**src/rtl/ysyx_22050550_ifetch_pkg.sv**
```systemverilog
// ysyx_22050550_ifetch_pkg: shared widths, reset PC and fetch FSM encoding
package ysyx_22050550_ifetch_pkg;
  localparam int PC_W = 64;
  localparam int INST_W = 32;
  localparam logic [63:0] RESET_PC = 64'h8000_0000;
  typedef enum logic {FETCH, FLUSH} state_t;
endpackage

```
**src/rtl/ysyx_22050550_ifq.sv**
```systemverilog
// ysyx_22050550_ifq: power-of-two synchronous FIFO with flush, count and head output
module ysyx_22050550_ifq #(
  parameter int W = 32,
  parameter int DEPTH = 2
) (
  input  logic                   clk,
  input  logic                   rst,
  input  logic                   flush,
  input  logic                   push,
  input  logic                   pop,
  input  logic [W-1:0]           din,
  output logic [W-1:0]           dout,
  output logic [$clog2(DEPTH):0] count
);
  localparam int AW = $clog2(DEPTH);
  logic [W-1:0] mem [DEPTH];
  logic [AW-1:0] rd, wr;
  logic do_pop;
  assign do_pop = pop & (count != '0);
  assign dout = mem[rd];
  always_ff @(posedge clk)
    if (push && !flush) mem[wr] <= din;
  always_ff @(posedge clk or negedge rst)
    if (!rst) begin
      rd <= '0;
      wr <= '0;
      count <= '0;
    end else if (flush) begin
      rd <= '0;
      wr <= '0;
      count <= '0;
    end else begin
      if (push) wr <= wr + AW'(1);
      if (do_pop) rd <= rd + AW'(1);
      count <= count + (AW+1)'(push) - (AW+1)'(do_pop);
    end
endmodule

```
**src/rtl/ysyx_22050550_ifetch.sv**
```systemverilog
// ysyx_22050550_ifetch: credit-limited in-order instruction fetch with redirect flush
module ysyx_22050550_ifetch #(
  parameter int PC_W = ysyx_22050550_ifetch_pkg::PC_W,
  parameter int INST_W = ysyx_22050550_ifetch_pkg::INST_W,
  parameter logic [PC_W-1:0] RESET_PC = PC_W'(ysyx_22050550_ifetch_pkg::RESET_PC),
  parameter int DEPTH = 2
) (
  input  logic              clk,
  input  logic              rst,
  input  logic              fetch_en,
  output logic              imem_req_valid,
  input  logic              imem_req_ready,
  output logic [PC_W-1:0]   imem_req_addr,
  input  logic              imem_rsp_valid,
  input  logic [INST_W-1:0] imem_rsp_data,
  input  logic              redirect_valid,
  input  logic [PC_W-1:0]   redirect_pc,
  output logic              id_valid,
  input  logic              id_ready,
  output logic [PC_W-1:0]   id_pc,
  output logic [INST_W-1:0] id_inst
);
  import ysyx_22050550_ifetch_pkg::*;
  localparam int CW = $clog2(DEPTH) + 1;
  state_t state, state_nxt;
  logic [PC_W-1:0] fetch_pc, fetch_pc_nxt, inflight_pc;
  logic [CW-1:0] out_cnt, out_nxt, occ, inflight_cnt;
  logic [PC_W+INST_W-1:0] head;
  logic fetching, req_fire, rsp_ok, id_fire;
  assign fetching = state == FETCH;
  assign id_fire = id_valid & id_ready;
  // A head pop this cycle frees a slot, so DEPTH=2 sustains one fetch per cycle at 1-cycle latency
  assign imem_req_valid = rst & fetching & fetch_en &
                          ({1'b0, out_cnt} + {1'b0, occ} < (CW+1)'(DEPTH) + (CW+1)'(id_fire));
  assign imem_req_addr = fetch_pc;
  assign req_fire = imem_req_valid & imem_req_ready;
  assign rsp_ok = imem_rsp_valid & (out_cnt != '0);
  assign id_valid = occ != '0;
  assign {id_pc, id_inst} = id_valid ? head : '0;
  // In FLUSH out_cnt doubles as the drop count: every response there is discarded
  always_comb begin
    out_nxt = out_cnt + CW'(req_fire) - CW'(rsp_ok);
    fetch_pc_nxt = redirect_valid ? {redirect_pc[PC_W-1:2], 2'b00} :
                   req_fire ? fetch_pc + PC_W'(4) : fetch_pc;
    state_nxt = (out_nxt != '0 && (redirect_valid || !fetching)) ? FLUSH : FETCH;
  end
  always_ff @(posedge clk or negedge rst)
    if (!rst) begin
      state <= FETCH;
      fetch_pc <= RESET_PC;
      out_cnt <= '0;
    end else begin
      state <= state_nxt;
      fetch_pc <= fetch_pc_nxt;
      out_cnt <= out_nxt;
    end
  ysyx_22050550_ifq #(.W(PC_W), .DEPTH(DEPTH)) u_pcq (
    .clk(clk),
    .rst(rst),
    .flush(redirect_valid),
    .push(req_fire),
    .pop(rsp_ok & fetching),
    .din(fetch_pc),
    .dout(inflight_pc),
    .count(inflight_cnt)
  );
  ysyx_22050550_ifq #(.W(PC_W+INST_W), .DEPTH(DEPTH)) u_iq (
    .clk(clk),
    .rst(rst),
    .flush(redirect_valid),
    .push(rsp_ok & fetching),
    .pop(id_fire),
    .din({inflight_pc, imem_rsp_data}),
    .dout(head),
    .count(occ)
  );
  a_rsp_expected: assert property (@(posedge clk) disable iff (!rst) !(imem_rsp_valid && out_cnt == '0));
  a_pcq_tracks: assert property (@(posedge clk) disable iff (!rst) !fetching || inflight_cnt == out_cnt);
endmodule

```
**config.mk**
```make
export PLATFORM = sky130hd
export DESIGN_NAME = ysyx_22050550_ifetch
export DESIGN_NICKNAME = d
export VERILOG_FILES = /design/src/rtl/ysyx_22050550_ifetch_pkg.sv /design/src/rtl/ysyx_22050550_ifq.sv /design/src/rtl/ysyx_22050550_ifetch.sv
export SDC_FILE = /design/constraint.sdc
export NUM_CORES = 1
export LEC_CHECK = 0
export ABC_AREA = 1
export BUFFER_PORTS_ARGS = -buffer_cell sky130_fd_sc_hd__clkbuf_2
export CAP_MARGIN = 20
export CORE_MARGIN = 1.5
export CORE_UTILIZATION = 30
export DETAILED_ROUTE_END_ITERATION = 8
export GPL_TIMING_DRIVEN = 0
export HOLD_SLACK_MARGIN = 0.03
export SETUP_SLACK_MARGIN = 0.3
export SYNTH_ARGS = -nofsm -noshare
export SYNTH_HDL_FRONTEND = slang
export SYNTH_SLANG_ARGS = --single-unit
```
**constraint.sdc**
```tcl
create_clock -name clk -period 8.11 [get_ports clk]
set_input_delay 0.811 -clock clk [delete_from_list [all_inputs] [get_ports clk]]
set_output_delay 0.811 -clock clk [all_outputs]
set_load 0.005 [all_outputs]
```
Word-level counts from Yosys, hierarchy flattened
Memory sizes are Yosys's and may differ from the RTL's.
Cells that the tools add are included.
Word-level totals
  input port bits: 103
  memories kept: 2
  memory bits (read-only): 0
  RAM bits: 320
  output and inout bits: 162
  word-level logic and storage cells: 66
  register bits after elaboration: 75
  latch bits: 0
Operators by class
  shift-type cells: 0
  multipliers: 0
  mux-type cells: 18
  divide/modulo/power cells: 0
  magnitude comparators: 1
  bitwise operators: 10
  equal/unequal tests: 0
  add/sub/neg operators: 13
  reductions and logical operators: 13
Memory list
  u_iq.mem: words 2, bits a word 96, read ports 1, clocked after Yosys merged registers in 0, write ports 1, line ysyx_22050550_ifq.sv:16  | logic [W-1:0] mem [DEPTH];
  u_pcq.mem: words 2, bits a word 64, read ports 1, clocked after Yosys merged registers in 0, write ports 1, line ysyx_22050550_ifq.sv:16
Operators with widths (number)
  $mux W64: 2
  $mux W96: 1
  $add A64 B3 Y64 const B: 1
  $reduce_bool A2 Y1: 8
  $mux W1: 13
  $and A1 B1 Y1: 9
  $add A2 B1 Y2: 3
  $sub A2 B1 Y2: 3
  $add A1 B1 Y1 const B: 4
  $mux W2: 2
  $add A2 B1 Y3 const A: 1
  $add A2 B2 Y3: 1
  $logic_and A1 B1 Y1: 3
  $lt A3 B3 Y1: 1
  $logic_not A1 Y1: 1
  $logic_or A1 B1 Y1: 1
  $not A1 Y1: 1

Longest topological paths before layout
Gate-level depths: netlist (run 1).
  depth after elaboration: 11
  gate-level depth with buffers: 12
  depth with buffers taken out: 11

Cells and area by module
From an unflattened synthesis (run 1), not the netlist that was laid out.
Second synthesis, totals
  cell total of the unflattened synthesis: 1957
  area, all modules: 18013.5 µm²
By module, submodules not included
  ysyx_22050550_ifq (u_iq): cells an instance 533, sequential area each 5865.6 µm², area each 7224.4 µm², instances 1
  ysyx_22050550_ifetch: cells an instance 1058, sequential area each 1627.8 µm², area each 5900.7 µm², instances 1
  ysyx_22050550_ifq (u_pcq): cells an instance 366, sequential area each 3943.8 µm², area each 4888.4 µm², instances 1

Worst setup path before layout (run 1)
No wires, ideal clock.
  path kind: reg2reg
  from: reg out_cnt[0]
  to: mem u_pcq.mem[1][10] (netlist bit) (enable)
  cell stages (with the launch flop): 7
  setup time: 0.558 ns
  buffers on the path: 1
  required time: 7.552 ns
  data arrival time: 5.861 ns
  path slack: 1.691 ns
  clock period less this slack: 6.419 ns
  path through: dfrtp_1 -> ha_1 -> fa_1 -> nor3_1 -> nand3_4 -> buf_2 -> nor3_1
On the way
  word-level cells in the longest chain between the ends: 7
RTL lines
  start, declared: line ysyx_22050550_ifetch.sv:27  | logic [CW-1:0] out_cnt, out_nxt, occ, inflight_cnt;
  start signal, assigned: line ysyx_22050550_ifetch.sv:55  | out_cnt <= out_nxt;
  $add A2 B2 Y3: line ysyx_22050550_ifetch.sv:34  | ({1'b0, out_cnt} + {1'b0, occ} < (CW+1)'(DEPTH) + (CW+1)'(id_fire));
  $lt A3 B3 Y1: line ysyx_22050550_ifetch.sv:34
  $and A1 B1 Y1: line ysyx_22050550_ifetch.sv:33  | assign imem_req_valid = rst & fetching & fetch_en &
  $and A1 B1 Y1: line ysyx_22050550_ifetch.sv:36  | assign req_fire = imem_req_valid & imem_req_ready;
  $logic_and A1 B1 Y1: line ysyx_22050550_ifq.sv:22  | if (push && !flush) mem[wr] <= din;
  $mux W1: line ysyx_22050550_ifq.sv:22
  $mux W1 (implied by the code): line ysyx_22050550_ifq.sv:22
  end, declared: line ysyx_22050550_ifq.sv:16
No other way between the ends.

Worst setup path after layout (run 1)
  from: reg u_iq.count[0]
  to: out id_pc[51]
On the way
  word-level cells in the longest chain between the ends: 2
RTL lines
  start, declared: line ysyx_22050550_ifq.sv:13  | output logic [$clog2(DEPTH):0] count
  start signal, assigned: line ysyx_22050550_ifq.sv:35  | count <= count + (AW+1)'(push) - (AW+1)'(do_pop);
  $reduce_bool A2 Y1: line ysyx_22050550_ifetch.sv:38  | assign id_valid = occ != '0;
  $mux W96: line ysyx_22050550_ifetch.sv:39  | assign {id_pc, id_inst} = id_valid ? head : '0;
  end, declared: line ysyx_22050550_ifetch.sv:20  | output logic [PC_W-1:0] id_pc,
No other way between the ends.

==> impl_results.md, run 1 <==
* Clock root buffer: clkbuf_16
* Setup tns final at 0 ns
* Post-cts sizing count at 0
* Cell Area, Synth at 17000 um^2
* DRC Markers at 0
* Ports at 265
* Via count at 12800
* Max Cap Viol at 0
* Synth cell types at 36
* Max-slew violations at 0
* Register area share after synthesis at 66.0%
* Total track usage at 17.8%
* Commonest cells after routing, fill and taps aside: 767 x nand2_1, 312 x edfxtp_1, 257 x clkbuf_2
* Overflow left after global routing at 0
* Final Wtd Congestion at 0.905
* Critical Path RT at 7.30 ns
* Post-Route WL at 52700 um
* Post-CTS Setup Inserts at 0
* Reg clk slew, reported paths at 0.06 ns
* CP max FO at 10
* Tmin final at 3.88 ns
* Port bufs at 258
* TritonCTS clock tree: yes
* Post-route clock skew at 0.0231 ns
* Chip width at 241 um
* Crit path kind: register to primary output
* Avg WL per Cell at 18.7 um
* Mapped Cells at 1719
* Crit path DAT at 3.06 ns
* Die Height at 241 um
* # rows at 87
* Status: finished clean
* Vias in the first global route at 12300
* Largest net degree at the start of global routing at 63
* Rel. slew slack at 37.6%
* Clk sinks at 385
* Most common cell after layout, fill and taps aside: nand2_1
* Startpoint types: register
* Hold Vio Cnt, Final at 0
* Die area at 58000 um^2
* TritonCTS Buffers at 42
* Pre-Repair DR Iteration Count at 5
* Cts hold-fix bufs at 0
* FMAX at 0.258 GHz
* RSZ-0062 raised after global routing: no
* Core area at 56200 um^2
* Util after Layout at 37.2%
* Post-route ant nets at 0
* Area delta synth->final at 23.1%
* Syn. warnings at 0
* Final Setup Violations at 0
* Power Density at 266 nW/um^2
* Leak at 8.49 nW
* Drt via density at 4.55
* Max IR drop VDD at 115 uV
* CP Capture Type: primary output
* Hold WS at 0.279 ns
* Share of layout cells above drive strength 1 at 18.7%
* Mean post-synth cell area at 9.88 um^2
* Top cells by area, synth: edfxtp_1 55%, nand2_1 17%, dfrtp_1 11%, a21oi_1 2.8%, nor2_1 2.6%
* Flop and latch count out of synthesis at 385
* Iteration-0 DRC Markers at 898
* Share of the synthesized area in the top cell type at 55.2%
* Clk_lat worst skew at 0.56 ns
* First-pass GRT wire length at 76300 um
* Worst Hold Class: primary input to async pin
* Fin nets at 2149
* Least-Margin Pin Slew at 0.937 ns
* Leading area contributor after synthesis: edfxtp_1
* Initial antenna violation count at 1
* Final Cycle Share at 47.8%
* N_diodes at 0
* Post-DP HPWL at 39700 um
* H-tree Lvls at 2
* Initial core utilization at 30.2%
* Clock Tree Buf Depth at 3
-- layer usage --
metal	vias up	routed length [um]	global-route usage (%)	part of all wire [%]
met5	-	0	0	0
met4	0	1280	5.38	2.4
met3	68	3340	4.08	6.3
met2	354	25300	29.8	48
met1	6117	22700	22.8	43
li1	6297	-	-	-
-- cell type report --
type / instances / area (um^2)
Clock inverter: 27 / 330
Inverter: 87 / 329
Timing Repair Buffer: 271 / 1520
Sequential cell: 385 / 11200
Clock buffer: 47 / 1090
Buffer: 69 / 324
Multi-Input combinational cell: 1181 / 5160
Tap cell: 756 / 946
Fill cell: 5716 / 35300
-- worst max-delay path, stage by stage, from the launching register on --
cell	delay, ns
dfrtp_1	0.41
inv_1	0.08
nand2_2	0.08
inv_1	0.29
clkbuf_1	0.74
buf_1	0.57
a21oi_1	0.14
clkbuf_2	0.16
-- cell families after synthesis --
group | count (synthesis) | synth area share, %
buffers and inverters | 156 | 3.83
and+or+nand+nor | 1007 | 23.8
xor gates and xnor gates | 36 | 1.86
adders and majority gates | 9 | 0.708
AOI/OAI and AO/OA | 125 | 3.81
DFF | 385 | 66.0
other | 1 | 0.0221
-- where the power goes --
| group | internal, W | leakage, nW | switching (W) | total, W |
|---|---|---|---|---|
| sequential | 0.00231 | 3.72 | 0.000157 | 0.00246 |
| combinational | 0.000387 | 4.08 | 0.000723 | 0.00111 |
| clock | 0.00119 | 0.689 | 0.000793 | 0.00199 |
| total | 0.00389 | 8.49 | 0.00167 | 0.00556 |
-- cells in the mapped netlist --
master    number
a21oi_1       96
and2_1         1
buf_1          9
buf_2          7
buf_4          5
buf_6          5
clkbuf_1      43
clkinv_1       2
conb_1         1
dfrtp_1       72
dfstp_2        1
edfxtp_1     312
fa_1           1
ha_1           8
inv_1         81
inv_2          4
nand2_1      767
nand2_2        6
nand3_1       84
nand3_2        1
nand3_4        1
nand3b_1       1
nand4_1       13
nor2_1       116
nor2_2         5
nor2_4         9
nor3_1         3
o211ai_1       1
o21a_1         1
o21ai_0       19
o21ai_1        4
o21ai_4        1
o21bai_1       1
o22ai_1        2
xnor2_1       15
xor2_1        21
-- flip-flops by register name, summed over array words and instances (netlist names), 2 cells and up --
signal and flops:
imem_req_addr 62, u_iq.count 2, u_pcq.count 2, u_pcq.mem 124
out_cnt 2, u_iq.mem 188
-- final timing paths --
path / start / endpoint / slack (ns) / depth (start not counted)
min in group clk: imem_rsp_data[19] / u_iq.mem[0][19] / 0.44 / 1
worst max-delay path: u_iq.count[0] / id_pc[51] / 4.23 / 7
max in group asynchronous: rst / imem_req_addr[33] / 7.21 / 2
worst max register to register: out_cnt[0] / u_pcq.mem[1][33] / 4.67 / 9
worst min-delay path: rst / imem_req_addr[53] / 0.28 / 1
worst min register to register: u_pcq.mem[0][29] / u_iq.mem[0][61] / 0.52 / 2
-- per-stage QoR --
| step | worst slack [ns] | std cells | power [W] | area (um^2) |
|---|---|---|---|---|
| floorplan | 1.69 | 1722 | 0.00304 | 17000 |
| global placement | -2.91 | 2736 | 0.00363 | 19200 |
| detailed placement | 3.97 | 2749 | 0.00364 | 19500 |
| CTS | 4.01 | 2823 | 0.00565 | 20900 |
| global route | 3.95 | 2823 | 0.00584 | 20900 |
| finish | 4.23 | 2823 | 0.00556 | 20900 |
(Power assumes the default switching activity.)
==> inputs of run 2 (changes only) <==
clock period = 3.6 ns   (was 8.11 ns; I/O delays follow)
==> impl_results.md, run 2 (synthesis gave the netlist of run 1 again) <==
* Status: finished clean
* Max Cap Viol at 0
* GR Util met3 at 3.04%
* Worst R2R Setup Slack at 0.66 ns
* Clk sinks at 385
* Pwr Total at 0.0124 W
* Worst Hold Class: primary input to register
* Critical Path RT at 3.24 ns
* Overflow left after global routing at 0
* Post-Route WL at 53300 um
* Startpoint types: register
* Crit path launch: u_iq.rd
* CP Capture Type: primary output
* Grt met1 use at 23.5%
* Fin nets at 2198
* Drt via density at 4.53
* # fillers at 5597
* Port bufs at 258
* Cell Chain, Critical Path: clkbuf_1 > clkinv_2 > buf_2 > clkbuf_1 > nand2_1 > a21oi_1 > clkbuf_2
* Pre-Repair DR Iteration Count at 5
* CP bufs+invs at 5
* Via count at 13000
* Crit-path slowest cell: clkbuf_1
* Max IR drop VDD at 294 uV
* Initial antenna violation count at 2
* Ports at 265
* Post-route ant nets at 0
* First-pass GRT wire length at 77900 um
* Slowest stage delay, CP at 0.44 ns
* Area delta synth->final at 26.1%
* Post-DP HPWL at 40000 um
* Final Setup Violations at 0
* Hold Vio Cnt, Final at 0
* Crit path kind: register to primary output
* FF-to-FF Start: out_cnt[0]
* # rows at 87
* RSZ-0062 raised after global routing: no
* Final Wtd Congestion at 0.915
* Share of layout cells above drive strength 1 at 18.3%
* Placed cell areas at 19500 um^2
* Power Density at 578 nW/um^2
* Post-route cell area at 21400 um^2
* Setup tns final at 0 ns
* Clk_lat worst skew at 0.58 ns
* Met2 Resource Use GR at 30.6%
* Largest Register: u_iq.mem
* Clock root buffer: clkbuf_16
* H-tree Lvls at 2
* Iteration-0 DRC Markers at 902
* Least-Margin Pin Slew at 0.901 ns
* FMAX at 0.316 GHz
* TritonCTS clock tree: yes
* Flip-flop count of the largest register after layout at 188
* Top Usage Layer GRT: met2
* Pre-CTS setup slack at -0.0513 ns
* Cell family with most CP delay: buffers and inverters
* Register area at 11200 um^2
* TritonCTS Buffers at 41
* Setup slack after layout at 0.438 ns
* Clock Tree Buf Depth at 3
* Hold_sp: redirect_pc[13]
* Chip width at 241 um
* Reg clk slew, reported paths at 0.06 ns
* Footprint of the multi-input gates at 5180 um^2
* CP max FO at 10
* Commonest cells after routing, fill and taps aside: 767 x nand2_1, 312 x edfxtp_1, 260 x clkbuf_2
* CP most frequent cell: clkbuf_1
* DRC Markers at 0
* Initial core utilization at 30.2%
* Max-slew violations at 0
* Avg WL per Cell at 18.5 um
* Post-route clock skew at 0.0361 ns
* Final Cycle Share at 87.8%
* Largest net degree at the start of global routing at 63
* Most common cell after layout, fill and taps aside: nand2_1
* Crit path DAT at 2.80 ns
* Die Height at 241 um
* Leak at 8.70 nW
* Core area at 56200 um^2
* Total track usage at 18.2%
* Vias in the first global route at 12600
* Tmin final at 3.16 ns
* Die area at 58000 um^2
* Rel. slew slack at 39.9%
-- run 2: cell type report --
type	instances	share of cell area (%)
clock inverter	15	0.836
antenna	1	0.0117
tap	756	4.42
clock buffer	61	5.38
multi-input combinational	1181	24.2
buffer	69	1.57
timing repair buffer	321	9.69
inverter	87	1.54
sequential	385	52.3
-- run 2: what timing repair did --
item	CTS	global route
endpoints found under the hold margin	110	0
setup endpoints to repair	61	18
hold buffers	49	0
pin swaps	0	1
setup buffers	0	4
gates resized for setup	6	0
-- run 2: final timing paths --
kind / endpoint / cells past startpoint
setup / recovery: id_pc[19] / 7
hold / removal: imem_req_addr[13] / 3
setup reg to reg: u_pcq.mem[0][41] / 8
hold reg to reg: u_iq.mem[1][75] / 2
max in group asynchronous: imem_req_addr[28] / 3
min in group asynchronous: imem_req_addr[31] / 2
-- run 2: worst min-delay path, cell delays in order --
cell	delay [ns]
clkbuf_2	0.11
nand2_1	0.05
nand3_1	0.07
-- run 2: where the power goes --
group	internal [W]	switching, W
sequential	0.00520	0.000349
clock	0.00245	0.00177
combinational	0.000921	0.00169
total	0.00857	0.00381
-- run 2: layer usage --
layer	vias to the layer above	part of all wire (%)
li1	6395	-
met1	6198	43
met2	352	48
met3	84	5.3
met4	2	3.2
met5	-	0.024
-- run 2: metrics by stage --
step	util, %	hold WS, ns	cells
after floorplan	-	0.0644	1722
after global placement	34.3	0.514	2736
after detailed placement	34.7	0.398	2746
after CTS	38.0	0.0346	2871
after global routing	38.1	0.0407	2876
final	38.1	0.0497	2876
==> inputs of run 3 (changes only) <==
clock period = 3.91 ns   (was 3.6 ns; I/O delays follow)
==> impl_results.md, run 3 (synthesis gave the netlist of run 1 again) <==
* Final Setup Violations at 0
* Largest net degree at the start of global routing at 63
* Reg clk slew, reported paths at 0.06 ns
* Iteration-0 DRC Markers at 939
* CP Capture Type: primary output
* Hold WS at 0.0726 ns
* First-pass GRT wire length at 77200 um
* Pwr Total at 0.0116 W
* Max IR drop VDD at 296 uV
* Die area at 58000 um^2
* Int Power at 0.00810 W
* Most common cell after layout, fill and taps aside: nand2_1
* Clk_lat worst skew at 0.57 ns
* Pre-Repair DR Iteration Count at 5
* Final Wtd Congestion at 0.910
* Ports at 265
* Max-slew violations at 0
* Combinational share of power at 20.4%
* Chip width at 241 um
* Power Density at 543 nW/um^2
* Port bufs at 258
* H-tree Lvls at 2
* Initial core utilization at 30.2%
* Commonest cells after routing, fill and taps aside: 767 x nand2_1, 312 x edfxtp_1, 259 x clkbuf_2
* Worst Hold Class: primary input to register
* Cells after DPL at 2746
* TritonCTS Buffers at 43
* Area delta synth->final at 25.6%
* Clock Tree Buf Depth at 3
* Hold Vio Cnt, Final at 0
* Crit path DAT at 2.97 ns
* Die Height at 241 um
* Crit path launch: u_iq.rd
* Vias in the first global route at 12500
* Final Non-Filler Cells at 2867
* Fin nets at 2188
* Core area at 56200 um^2
* Leak at 8.68 nW
* Startpoint types: register
* Sequential share of power at 44.1%
* Clock share of power at 35.6%
* Flip-flop count of the largest register after layout at 188
* Total track usage at 18.0%
* FF-to-FF Start: out_cnt[0]
* Rel. slew slack at 38.7%
* Final Cycle Share at 86.1%
* RSZ-0062 raised after global routing: no
* Post-Route WL at 52800 um
* Switching power total at 0.00348 W
* Post-route clock skew at 0.0232 ns
* TritonCTS clock tree: yes
* Drt via density at 4.56
* CP max FO at 10
* Clock root buffer: clkbuf_16
* DRC Markers at 0
* Tmin final at 3.37 ns
* Least-Margin Pin Slew at 0.920 ns
* Switching Share at 30.1%
* Critical Path RT at 3.52 ns
* Pre-CTS setup slack at 0.367 ns
* Overflow left after global routing at 0
* # rows at 87
* Post-route ant nets at 0
* Hold_sp: redirect_pc[50]
* WHS Path Cells at 3
* Via count at 13100
* R2r worst-path depth at 8
* Largest Register: u_iq.mem
* FMAX at 0.297 GHz
* Post-DP HPWL at 39600 um
* Avg WL per Cell at 18.4 um
* Crit path kind: register to primary output
* Setup slack after layout at 0.545 ns
* Initial antenna violation count at 1
* Clk sinks at 385
* Share of layout cells above drive strength 1 at 18.1%
* Max Cap Viol at 0
* Status: finished clean
run 3: changes by cell type in the layout (fill, tap and decap cells not counted), moves of 2 or more:
cell	before	now
buf_1	7	9
buf_12	7	5
bufinv_16	3	5
clkbuf_16	42	45
clkinv_1	4	6
dlygate4sd3_1	48	39
run 3: per-stage QoR:
stage	cell area, um^2	setup TNS [ns]	util, %
2_1_floorplan	17000	0	-
3_3_place_gp	19300	-259.28	34.3
3_5_place_dp	19500	0	34.7
4_1_cts	21300	0	37.9
5_1_grt	21300	0	38.0
6_report	21300	0	38.0
run 3: area by class of cell:
type	count	area, um^2
antenna	1	2.50
sequential	385	11200
fill	5676	34800
clock inverter	18	231
clock buffer	61	1210
inverter	87	329
buffer	69	327
timing repair buffer	309	1920
tap	756	946
multi-input combinational	1181	5170
run 3: timing repair:
action / 4_1_cts / 5_1_grt
pin swaps: 0 / 1
cloned: 0 / 0
hold buffers: 39 / 0
hold endpoints to repair: 106 / 0
setup buffers: 0 / 2
endpoints found under the setup margin: 10 / 25
gates resized for setup: 1 / 3
run 3: final timing paths:
path / to / slack (ns)
worst max-delay path: id_pc[23] / 0.54
worst min-delay path: imem_req_addr[50] / 0.07
worst max register to register: u_pcq.mem[0][35] / 0.68
worst min register to register: state / 0.53
max in group asynchronous: imem_req_addr[31] / 2.86
min in group asynchronous: imem_req_addr[54] / 0.39
run 3: metal layers:
| layer | wire (um) | vias up | share of wire (%) | track usage [%] |
|---|---|---|---|---|
| li1 | - | 6376 | - | - |
| met1 | 23200 | 6270 | 44 | 23.5 |
| met2 | 25400 | 347 | 48 | 30.2 |
| met3 | 3170 | 67 | 6.0 | 3.97 |
| met4 | 1100 | 0 | 2.1 | 5.00 |
| met5 | 0 | - | 0 | 0 |
run 3: critical path, cell delays in order, from the launching register on:
cell and delay [ns]:
dfrtp_1 0.38, clkbuf_1 0.36, clkinv_1 0.49, buf_2 0.43
clkbuf_1 0.34, nand2_1 0.18, a21oi_1 0.08, clkbuf_2 0.15
run 3: power by group through the flow:
stage	clock network [W]	registers [W]	logic, W
3_3_place_gp	0	0.00519	0.00231
5_1_grt	0.00437	0.00514	0.00266
3_5_place_dp	0	0.00519	0.00237
4_1_cts	0.00423	0.00511	0.00242
2_1_floorplan	0	0.00507	0.00122
6_report	0.00412	0.00510	0.00236
